$ cat src/rtl/otp_stream_decoder_pkg.sv
// Shared definitions for the byte-serial one-time-pad decoder: byte width,
// default key size, FSM state encoding and the buffered output beat layout.
package otp_stream_decoder_pkg;

  localparam int BYTE_W           = 8;
  localparam int KEY_SIZE_DEFAULT = 16;
  localparam int FIFO_DEPTH       = 2;

  // Decoder control states (2-bit encoding)
  typedef enum logic [1:0] {
    ST_NO_KEY = 2'd0,
    ST_IDLE   = 2'd1,
    ST_FRAME  = 2'd2
  } state_e;

  // One plaintext beat as held in the output buffer
  typedef struct packed {
    logic              last;
    logic [BYTE_W-1:0] data;
  } beat_t;

  // Width of the key byte index; a single-byte key still needs one bit
  function automatic int idx_width(input int key_bytes);
    return (key_bytes > 1) ? $clog2(key_bytes) : 1;
  endfunction

endpackage

$ cat src/rtl/otp_stream_decoder_out_fifo.sv
// Two-entry synchronous FIFO holding plaintext beats (data + last).
// A push while full or a pop while empty is ignored. The read port shows
// all zeros while the FIFO is empty so downstream data is clean when idle.
module otp_out_fifo
  import otp_stream_decoder_pkg::*;
(
  input  logic  clk,
  input  logic  rst,
  input  logic  push,
  input  beat_t wr_beat,
  input  logic  pop,
  output beat_t rd_beat,
  output logic  full,
  output logic  empty
);

  localparam logic [1:0] FULL_CNT = 2'(FIFO_DEPTH);

  beat_t       mem_q [FIFO_DEPTH];
  beat_t       mem_d [FIFO_DEPTH];
  logic        wr_ptr_q, wr_ptr_d;
  logic        rd_ptr_q, rd_ptr_d;
  logic [1:0]  count_q, count_d;
  logic        do_push;
  logic        do_pop;

  assign full    = (count_q == FULL_CNT);
  assign empty   = (count_q == 2'd0);
  assign do_push = push && !full;
  assign do_pop  = pop && !empty;
  assign rd_beat = empty ? '0 : mem_q[rd_ptr_q];

  // Next storage, pointers and occupancy; simultaneous push/pop keeps count
  always_comb begin
    mem_d    = mem_q;
    wr_ptr_d = wr_ptr_q;
    rd_ptr_d = rd_ptr_q;
    count_d  = count_q;
    if (do_push) begin
      mem_d[wr_ptr_q] = wr_beat;
      wr_ptr_d        = wr_ptr_q + 1'b1;
    end
    if (do_pop) begin
      rd_ptr_d = rd_ptr_q + 1'b1;
    end
    case ({do_push, do_pop})
      2'b10:   count_d = count_q + 2'd1;
      2'b01:   count_d = count_q - 2'd1;
      default: count_d = count_q;
    endcase
  end

  // Storage and pointer registers; reset empties the buffer
  always_ff @(posedge clk) begin
    if (rst) begin
      mem_q    <= '{default: '0};
      wr_ptr_q <= 1'b0;
      rd_ptr_q <= 1'b0;
      count_q  <= 2'd0;
    end else begin
      mem_q    <= mem_d;
      wr_ptr_q <= wr_ptr_d;
      rd_ptr_q <= rd_ptr_d;
      count_q  <= count_d;
    end
  end

endmodule

$ cat src/rtl/otp_stream_decoder.sv
// Byte-serial one-time-pad decryptor. Ciphertext bytes arrive on the s_*
// stream, are XORed with a repeating KEY_SIZE-bit key (byte 0 is the most
// significant key byte) and leave on the m_* stream through a 2-entry buffer.
// The key index restarts at byte 0 for every frame.
//
// Handshake: on both streams a beat transfers on a rising clock edge where
// valid and ready are both 1. A source holds valid, data and last stable
// until the transfer. s_ready is a function of registered state only and
// never looks at s_valid; m_valid/m_data/m_last come straight from the
// buffer head, so they hold while m_ready is low and read zero when empty.
module otp_stream_decoder
  import otp_stream_decoder_pkg::*;
#(
  parameter int KEY_SIZE = KEY_SIZE_DEFAULT
) (
  input  logic                clk,
  input  logic                rst,
  input  logic                key_load,
  input  logic [KEY_SIZE-1:0] key_in,
  output logic                key_err,
  input  logic                s_valid,
  output logic                s_ready,
  input  logic [BYTE_W-1:0]   s_data,
  input  logic                s_last,
  output logic                m_valid,
  input  logic                m_ready,
  output logic [BYTE_W-1:0]   m_data,
  output logic                m_last,
  output logic                busy
);

  localparam int                KEY_BYTES = KEY_SIZE / BYTE_W;
  localparam int                IDX_W     = idx_width(KEY_BYTES);
  localparam logic [IDX_W-1:0]  IDX_LAST  = IDX_W'(KEY_BYTES - 1);

  state_e              state_q, state_d;
  logic [KEY_SIZE-1:0] key_q, key_d;
  logic [IDX_W-1:0]    idx_q, idx_d;
  logic                key_err_q, key_err_d;

  logic [BYTE_W-1:0]   key_bytes [KEY_BYTES];
  logic                accept;
  logic                fifo_full;
  logic                fifo_empty;
  beat_t               wr_beat;
  beat_t               rd_beat;

  // Split the key register into bytes, most significant byte first
  for (genvar g = 0; g < KEY_BYTES; g++) begin : g_key_bytes
    assign key_bytes[g] = key_q[KEY_SIZE-1-BYTE_W*g -: BYTE_W];
  end

  assign s_ready = (state_q != ST_NO_KEY) && !fifo_full;
  assign accept  = s_valid && s_ready;

  // The current byte always uses the registered key, so a key load in the
  // same cycle as an accepted byte only affects the following bytes.
  always_comb begin
    wr_beat      = '0;
    wr_beat.data = s_data ^ key_bytes[idx_q];
    wr_beat.last = s_last;
  end

  // Next-state, key register, key index and reject pulse
  always_comb begin
    state_d   = state_q;
    key_d     = key_q;
    idx_d     = idx_q;
    key_err_d = 1'b0;

    if (accept) begin
      if (s_last || (idx_q == IDX_LAST)) begin
        idx_d = '0;
      end else begin
        idx_d = idx_q + IDX_W'(1);
      end
    end

    case (state_q)
      ST_NO_KEY: begin
        if (key_load) begin
          key_d   = key_in;
          idx_d   = '0;
          state_d = ST_IDLE;
        end
      end
      ST_IDLE: begin
        if (accept && !s_last) begin
          state_d = ST_FRAME;
        end
        if (key_load) begin
          key_d = key_in;
          idx_d = '0;
        end
      end
      ST_FRAME: begin
        if (accept && s_last) begin
          state_d = ST_IDLE;
        end
        // Changing the pad mid-frame would corrupt the frame; refuse it
        if (key_load) begin
          key_err_d = 1'b1;
        end
      end
      default: begin
        state_d = ST_NO_KEY;
      end
    endcase
  end

  // Control and key registers; reset forgets the key entirely
  always_ff @(posedge clk) begin
    if (rst) begin
      state_q   <= ST_NO_KEY;
      key_q     <= '0;
      idx_q     <= '0;
      key_err_q <= 1'b0;
    end else begin
      state_q   <= state_d;
      key_q     <= key_d;
      idx_q     <= idx_d;
      key_err_q <= key_err_d;
    end
  end

  otp_out_fifo u_out_fifo (
    .clk     (clk),
    .rst     (rst),
    .push    (accept),
    .wr_beat (wr_beat),
    .pop     (m_ready),
    .rd_beat (rd_beat),
    .full    (fifo_full),
    .empty   (fifo_empty)
  );

  assign m_valid = !fifo_empty;
  assign m_data  = rd_beat.data;
  assign m_last  = rd_beat.last;
  assign key_err = key_err_q;
  assign busy    = (state_q == ST_FRAME) || !fifo_empty;

endmodule
$ cat config.mk
export PLATFORM = sky130hd
export DESIGN_NAME = otp_stream_decoder
export DESIGN_NICKNAME = d
export VERILOG_FILES = /design/src/rtl/otp_stream_decoder_pkg.sv /design/src/rtl/otp_stream_decoder_out_fifo.sv /design/src/rtl/otp_stream_decoder.sv
export SDC_FILE = /design/constraint.sdc
export NUM_CORES = 1
export LEC_CHECK = 0
export ABC_AREA = 1
export CAP_MARGIN = 20
export CORE_MARGIN = 4
export CORE_UTILIZATION = 35
export DETAILED_ROUTE_END_ITERATION = 8
export PLACE_DENSITY = 0.57
export RECOVER_POWER = 25
export SLEW_MARGIN = 20
export SYNTH_ARGS = -nofsm -noshare
export SYNTH_HDL_FRONTEND = slang
export SYNTH_HIERARCHICAL = 1
export SYNTH_SLANG_ARGS = --single-unit
$ cat constraint.sdc
create_clock -name clk -period 1.8 [get_ports clk]
set_input_delay 0.36 -clock clk [delete_from_list [all_inputs] [get_ports clk]]
set_output_delay 0.36 -clock clk [all_outputs]
set_load 0.01 [all_outputs]
==> results.py, run 1 <==
metrics = {
    "worst_setup_path": {
        "crit_chain": "inv_4, buf_4, a211oi_1, dlygate4sd2_1",
        "endpoint_kind": "primary output",
        "critPathRequiredTime_ns": 1.44,
        "cpMaxStageDelayCell": "dfxtp_2",
        "max_stage_delay_ns": 0.36,
        "worstPathArrival_ns": 1.35,
        "path_max_fanout": 14,
        "critical_path.top_delay_family": "buffers and inverters",
        "worstSetupPathType": "flop to primary output",
        "start_kind": "flop",
        "crit_buf_inv": 3,
    },
    "sta": {
        "hold_viol_final": 0,
        "min_period_ns": 1.706,
        "rsz0062_at_grt": "false",
        "maxSlewViolCount": 0,
        "tightest_slew_ns": 0.5860,
        "finalCritPeriodShare_pct": 94.77,
        "slew_headroom_pct": 60.94,
        "tns_ns": 0,
        "fmax_mhz": 586.2,
        "finClkSkew_ns": 0.007418,
        "finalSetupViolations": 0,
    },
    "global_routing": {
        "grt_overflow_total": 0,
        "grt_pass1_vias": 2051,
        "antenna_found_initial": 0,
        "grt_max_degree": 22,
        "grtUsageTotal_pct": 15.10,
        "grt_pass1_wl_um": 9142,
    },
    "power_and_ir_drop": {
        "p_clk_share_pct": 21.7,
        "pwr-share-comb_pct": 38.0,
        "p_int_uw": 1790,
        "power.share.sequential_pct": 40.3,
        "switching_share_pct": 35.00,
        "leakage_uw": 0.001399,
        "power.switching_uw": 963.7,
        "powerDensity_nw_per_um2": 954.3,
        "max-vdd-ir-drop_mv": 0.5481,
    },
    "cts": {
        "clock_latency_ns": 0.29,
        "clock-sinks": 42,
        "cts-root-buf": "clkbuf_8",
        "max-clock-path-buffers": 2,
        "cts_tree": "done",
        "numCtsBuffers": 5,
        "cts.clk_slew.worst_paths_ns": 0.08,
        "htreeDepth": 2,
    },
    "synthesis": {
        "yosys-top-cells-count": "nand2_1 (74), nor2_1 (69), inv_1 (59)",
        "synth_area_leaders": "dfxtp_1 (38%), nand2_1 (13%), nor2_1 (12%), inv_1 (10%), nand4_1 (5.3%)",
        "yosys.area.top_type": "dfxtp_1",
        "synthArstFlopShare_pct": 0,
        "postSynthAreaPerCell_um2": 6.633,
        "synth.most_common_cell": "nand2_1",
        "synth_cell_types": 25,
        "ys_seq_area_share_pct": 37.84,
        "synth_edf_count": 0,
        "yosys_warnings": 6,
        "synth-seq-cells": 42,
        "ys.flop_type": "dfxtp_1",
        "netlist_instances": 335,
        "synth.top_cell.area_share_pct": 37.84,
        "syn_nets": 366,
        "syn_area_um2": 2222,
    },
    "place": {
        "place_area_um2": 2808,
        "portBuffers": 42,
        "dp_hpwl_um": 3944,
        "gp_congestion": 0.8067,
    },
    "die": {
        "initial_utilization_pct": 36.88,
        "core_um2": 6026,
        "die_x_um": 87.68,
        "die_area_um2": 7688,
        "pin_count": 43,
        "rows": 28,
        "dieHeight_um": 87.68,
    },
    "detailed_routing": {
        "drtPass1Iterations": 4,
        "via_per_inst": 4.581,
        "routedWlPerCell_um": 11.38,
        "vias": 2112,
        "drtIter0Drc": 88,
        "drc_errors": 0,
        "drtAntennaViolNets": 0,
        "wirelength_um": 5247,
    },
    "cells_and_area": {
        "drive_gt1_share_pct": 12.95,
        "areaGrowthSynthToFinish_pct": 29.84,
        "design_area_um2": 2885,
        "final_nets": 418,
        "diodes": 0,
    },
    "flow_run": {
        "drv_cap": 0,
    },
    "hold_path": {
        "hold_class": "flop to flop",
    },
    "status": {
        "status": "complete, no violations",
    },
}
## final timing paths
kind / from / end / slack [ns] / cells after the start
max: u_out_fifo/rd_ptr_q / m_last / 0.09 / 4
min: u_out_fifo/mem_q[5] / u_out_fifo/mem_q[5] / 0.52 / 4
max reg2reg: u_out_fifo/count_q[0] / u_out_fifo/mem_q[8] / 0.24 / 10
min reg2reg: u_out_fifo/mem_q[5] / u_out_fifo/mem_q[5] / 0.52 / 4
## cells in the final DEF, fill, tap and decap left out, drive strengths merged
master          n
clkinv          1
xor2            8
a21oi           5
nand4          19
dlygate4sd3     1
dfxtp          42
clkbuf         12
clkdlybuf4s15   2
buf            15
inv            63
dlygate4sd2     5
o21ai          18
nor3            3
nor2           72
nand3           5
a211oi          9
clkdlybuf4s50  29
ha              1
nand2          76
## metal layers
| metal | part of all wire [%] | wire, um | vias to the layer above | GRT usage (%) |
|---|---|---|---|---|
| met5 | 0 | 0 | - | 0 |
| met4 | 0.88 | 46 | 0 | 4.881 |
| met3 | 6.0 | 314 | 6 | 3.293 |
| met2 | 45 | 2370 | 56 | 24.52 |
| met1 | 48 | 2515 | 918 | 19.93 |
| li1 | - | - | 1132 | - |
## metrics by stage
stage | utilization (%) | worst slack [ns] | instances | hold slack [ns] | power (uW)
floorplan | - | 0.008519 | 335 | 0.4224 | 1791
finish | 47.88 | 0.09412 | 461 | 0.5151 | 2753
global route | 47.88 | 0.007600 | 461 | 0.5530 | 2976
global placement | 46.59 | -0.06515 | 455 | 0.4939 | 2192
CTS | 47.97 | 0.01128 | 461 | 0.5150 | 2779
detailed placement | 46.59 | -0.07919 | 455 | 0.4971 | 2202
## worst register-to-register path: stages, from the launching register on
cell and delay, ns:
dfxtp_2 0.34, buf_4 0.12, inv_2 0.05, nand2_4 0.07, inv_4 0.04, nor3_4 0.20, buf_4 0.24, nand3_4 0.17
nand2_1 0.11, inv_1 0.04, nor2_1 0.11
## kinds of logic after synthesis
kind of cell             count (synthesis)  synth area share, %
XOR/XNOR                                 8                3.153
AND/OR/NAND/NOR                        175                35.25
flip-flops                              42                37.84
buffers and inverters                   77                14.64
AO/OA/AOI/OAI                           32                8.558
adder cells (fa/ha/maj)                  1               0.5630
## state kept, by name, summed over array words and instances, names as in the netlist
register             cells
key_err                  1
u_out_fifo/count_q       2
u_out_fifo/mem_q        18
u_out_fifo/wr_ptr_q      1
u_out_fifo/rd_ptr_q      1
key_bytes               16
idx_q                    1
state_q                  2
## power groups by stage
| stage | clock [uW] | combinational, uW | sequential, uW |
|---|---|---|---|
| floorplan | 0 | 676 | 1110 |
| global placement | 0 | 1070 | 1120 |
| detailed placement | 0 | 1080 | 1120 |
| CTS | 623 | 1050 | 1110 |
| global route | 665 | 1190 | 1120 |
| finish | 598 | 1050 | 1110 |
## area by class of cell
cell class	count	area (um2)
inverter	64	247.7
clock buffer	6	82.58
tap	75	93.84
fill	652	3141
timing repair buffer	58	523.0
multi-input combinational	216	1091
sequential	42	847.1
## timing repair
item | 4_1_cts | 5_1_grt
endpoints found under the setup margin | 12 | 9
buffers inserted | 0 | 0
hold buffers | 0 | 0
resized for setup | 19 | 20
No activity file was read; power rests on OpenSTA's default activity.
==> inputs of run 2 (changes only) <==
--- a/config.mk
+++ b/config.mk
@@ -10,6 +10,7 @@
 export CORE_MARGIN = 4
 export CORE_UTILIZATION = 35
 export DETAILED_ROUTE_END_ITERATION = 8
+export GPL_TIMING_DRIVEN = 0
 export PLACE_DENSITY = 0.57
 export RECOVER_POWER = 25
 export SLEW_MARGIN = 20
==> run 2 against run 1 <==
  * Wire length unchanged
  * Cell count increased by 1.3%
  * Non-clock buffer count rose by 5
  * Register-to-register slack got worse by 0.18 ns
  * Clock skew shrank 0.0052 ns
  * Sequential share of layout area decreased by 0.54 points
  * Worst hold slack got worse by 0.0016 ns
  * Die area did not move
  * Power grew 0.83%
  * Largest cell class unchanged
  * Largest power group unchanged
  * Highest routed layer unchanged
==> results.py, run 2 (synthesized netlist as in run 1, its figures left out) <==
metrics = {
    "power_and_ir_drop": {
        "max-vdd-ir-drop_mv": 0.4186,
        "powerDensity_nw_per_um2": 940.2,
        "power.share.sequential_pct": 40.5,
        "power.switching_uw": 977.0,
        "p_int_uw": 1799,
        "p_clk_share_pct": 20.5,
        "switching_share_pct": 35.19,
        "leakage_uw": 0.001414,
        "pwr-share-comb_pct": 39.1,
    },
    "die": {
        "core_um2": 6026,
        "rows": 28,
        "pin_count": 43,
        "initial_utilization_pct": 36.88,
        "die_area_um2": 7688,
        "die_x_um": 87.68,
        "dieHeight_um": 87.68,
    },
    "cts": {
        "cts-root-buf": "clkbuf_8",
        "cts.clk_slew.worst_paths_ns": 0.07,
        "clock-sinks": 42,
        "clock_latency_ns": 0.29,
        "cts_hold_buf": 0,
        "cts_tree": "done",
        "max-clock-path-buffers": 2,
        "numCtsBuffers": 5,
        "htreeDepth": 2,
    },
    "sta": {
        "finalSetupViolations": 0,
        "tns_ns": 0,
        "slew_headroom_pct": 73.73,
        "rsz0062_at_grt": "true",
        "fmax_mhz": 573.3,
        "min_period_ns": 1.744,
        "finClkSkew_ns": 0.002213,
        "tightest_slew_ns": 0.3940,
        "maxSlewViolCount": 0,
        "finalCritPeriodShare_pct": 96.91,
        "hold_viol_final": 0,
        "hold-worst-slack_ns": 0.5135,
    },
    "worst_setup_path": {
        "rr_worst_depth": 13,
        "crit_chain": "inv_2, nand2_4, buf_8, inv_4, nor3_4, buf_6, nand2_4, ha_4, inv_1, nand2_1, nor2_1, nor2_1, nor2_1",
        "path_max_fanout": 7,
        "max_stage_delay_ns": 0.38,
        "reg2reg_to": "u_out_fifo/count_q[1]",
        "endpoint_kind": "flop",
        "crit_top_cell": "nor2_1",
        "r2r_start": "u_out_fifo/count_q[0]",
        "start_kind": "flop",
        "worstPathArrival_ns": 1.93,
        "cpMaxStageDelayCell": "dfxtp_4",
        "worstSetupPathType": "flop to flop",
        "ff2ff_setup_slack_ns": 0.06,
        "critPathRequiredTime_ns": 1.99,
    },
    "cells_and_area": {
        "final_nets": 423,
        "layout_commonest_cell": "nand2_1",
        "areaGrowthSynthToFinish_pct": 32.88,
        "regMostFlops": "u_out_fifo/mem_q",
        "diodes": 0,
        "design_area_um2": 2953,
        "drive_gt1_share_pct": 13.78,
        "largest_reg_flops": 18,
        "finish.utilization_pct": 49.00,
        "final_cell_mix": "nand2_1 (74), nor2_1 (68), inv_1 (58)",
        "instances_no_fill": 467,
    },
    "status": {
        "status": "complete, no violations",
    },
    "place": {
        "place_area_um2": 2761,
        "dp_hpwl_um": 3869,
        "dp.cells": 452,
        "portBuffers": 42,
        "gp_congestion": 0.8286,
    },
    "detailed_routing": {
        "drc_errors": 0,
        "wirelength_um": 5247,
        "drtAntennaViolNets": 0,
        "drtIter0Drc": 138,
        "via_per_inst": 4.484,
        "vias": 2094,
        "routedWlPerCell_um": 11.24,
        "drtPass1Iterations": 5,
    },
    "hold_path": {
        "hold_depth": 4,
        "hold_path_end": "u_out_fifo/mem_q[5]",
        "hp-start": "u_out_fifo/mem_q[5]",
        "hold_class": "flop to flop",
    },
    "global_routing": {
        "grt_pass1_vias": 2024,
        "antenna_found_initial": 0,
        "grtUsageTotal_pct": 14.84,
        "grt_max_degree": 12,
        "grt_overflow_total": 0,
        "grt_pass1_wl_um": 9039,
    },
    "flow_run": {
        "drv_cap": 0,
    },
}
-- run 2: cell types whose count changed in the layout (fill, tap and decap cells not counted), moves of 4 or more --
cell             change
clkbuf_2             -5
buf_2                +5
clkbuf_1             +4
clkdlybuf4s15_2      +4
buf_4                -5
-- run 2: layout make-up --
class / instances / area (um2)
Timing Repair Buffer: 50 / 486.7
Sequential cell: 42 / 850.8
Inverter: 64 / 247.7
Multi-Input combinational cell: 216 / 1096
Fill cell: 655 / 3073
Clock buffer: 7 / 76.32
Tap cell: 75 / 93.84
Buffer: 13 / 101.3
-- run 2: worst max path at each step --
stage | startpoint | endpoint | depth (start not counted)
floorplan | u_out_fifo/count_q[0] | u_out_fifo/count_q[1] | 13
global placement | s_valid | u_out_fifo/count_q[1] | 11
detailed placement | s_valid | u_out_fifo/count_q[1] | 11
CTS | u_out_fifo/rd_ptr_q | m_data[7] | 5
global route | u_out_fifo/count_q[0] | u_out_fifo/count_q[1] | 13
finish | u_out_fifo/count_q[0] | u_out_fifo/count_q[1] | 13
-- run 2: critical path: cells and delay by family, from the launching register on --
kind | cells | cell delay (ns)
adder cells (fa/ha/maj) | 1 | 0.26
flip-flops | 1 | 0.38
buffers and inverters | 5 | 0.42
AND/OR/NAND/NOR | 7 | 0.58
-- run 2: metrics by stage --
step,total power [uW],setup slack [ns]
floorplan,1791,0.008519
global placement,2131,-0.3627
detailed placement,2142,-0.4078
CTS,2727,-0.008642
global route,2998,-0.08376
finish,2776,0.05562
-- run 2: power groups by stage --
stage | combinational, uW | sequential [uW] | clock [uW]
after floorplan | 676 | 1110 | 0
after global placement | 1000 | 1130 | 0
after detailed placement | 1010 | 1130 | 0
after CTS | 1010 | 1120 | 593
after global routing | 1230 | 1140 | 631
final | 1080 | 1120 | 568
-- run 2: routing by layer --
layer,global-route usage [%],vias up,routed length (um),part of all wire [%]
met2,23.56,50,2351,45
met4,6.276,0,120,2.3
met1,19.67,897,2513,48
li1,-,1135,-,-
met3,2.822,12,261,5.0
met5,0,-,0,0
-- run 2: what timing repair did --
action | CTS | global route
gates resized for setup | 39 | 8
pin swaps | 1 | 2
gates cloned | 0 | 0
buffers inserted | 2 | 6
endpoints found under the setup margin | 14 | 20
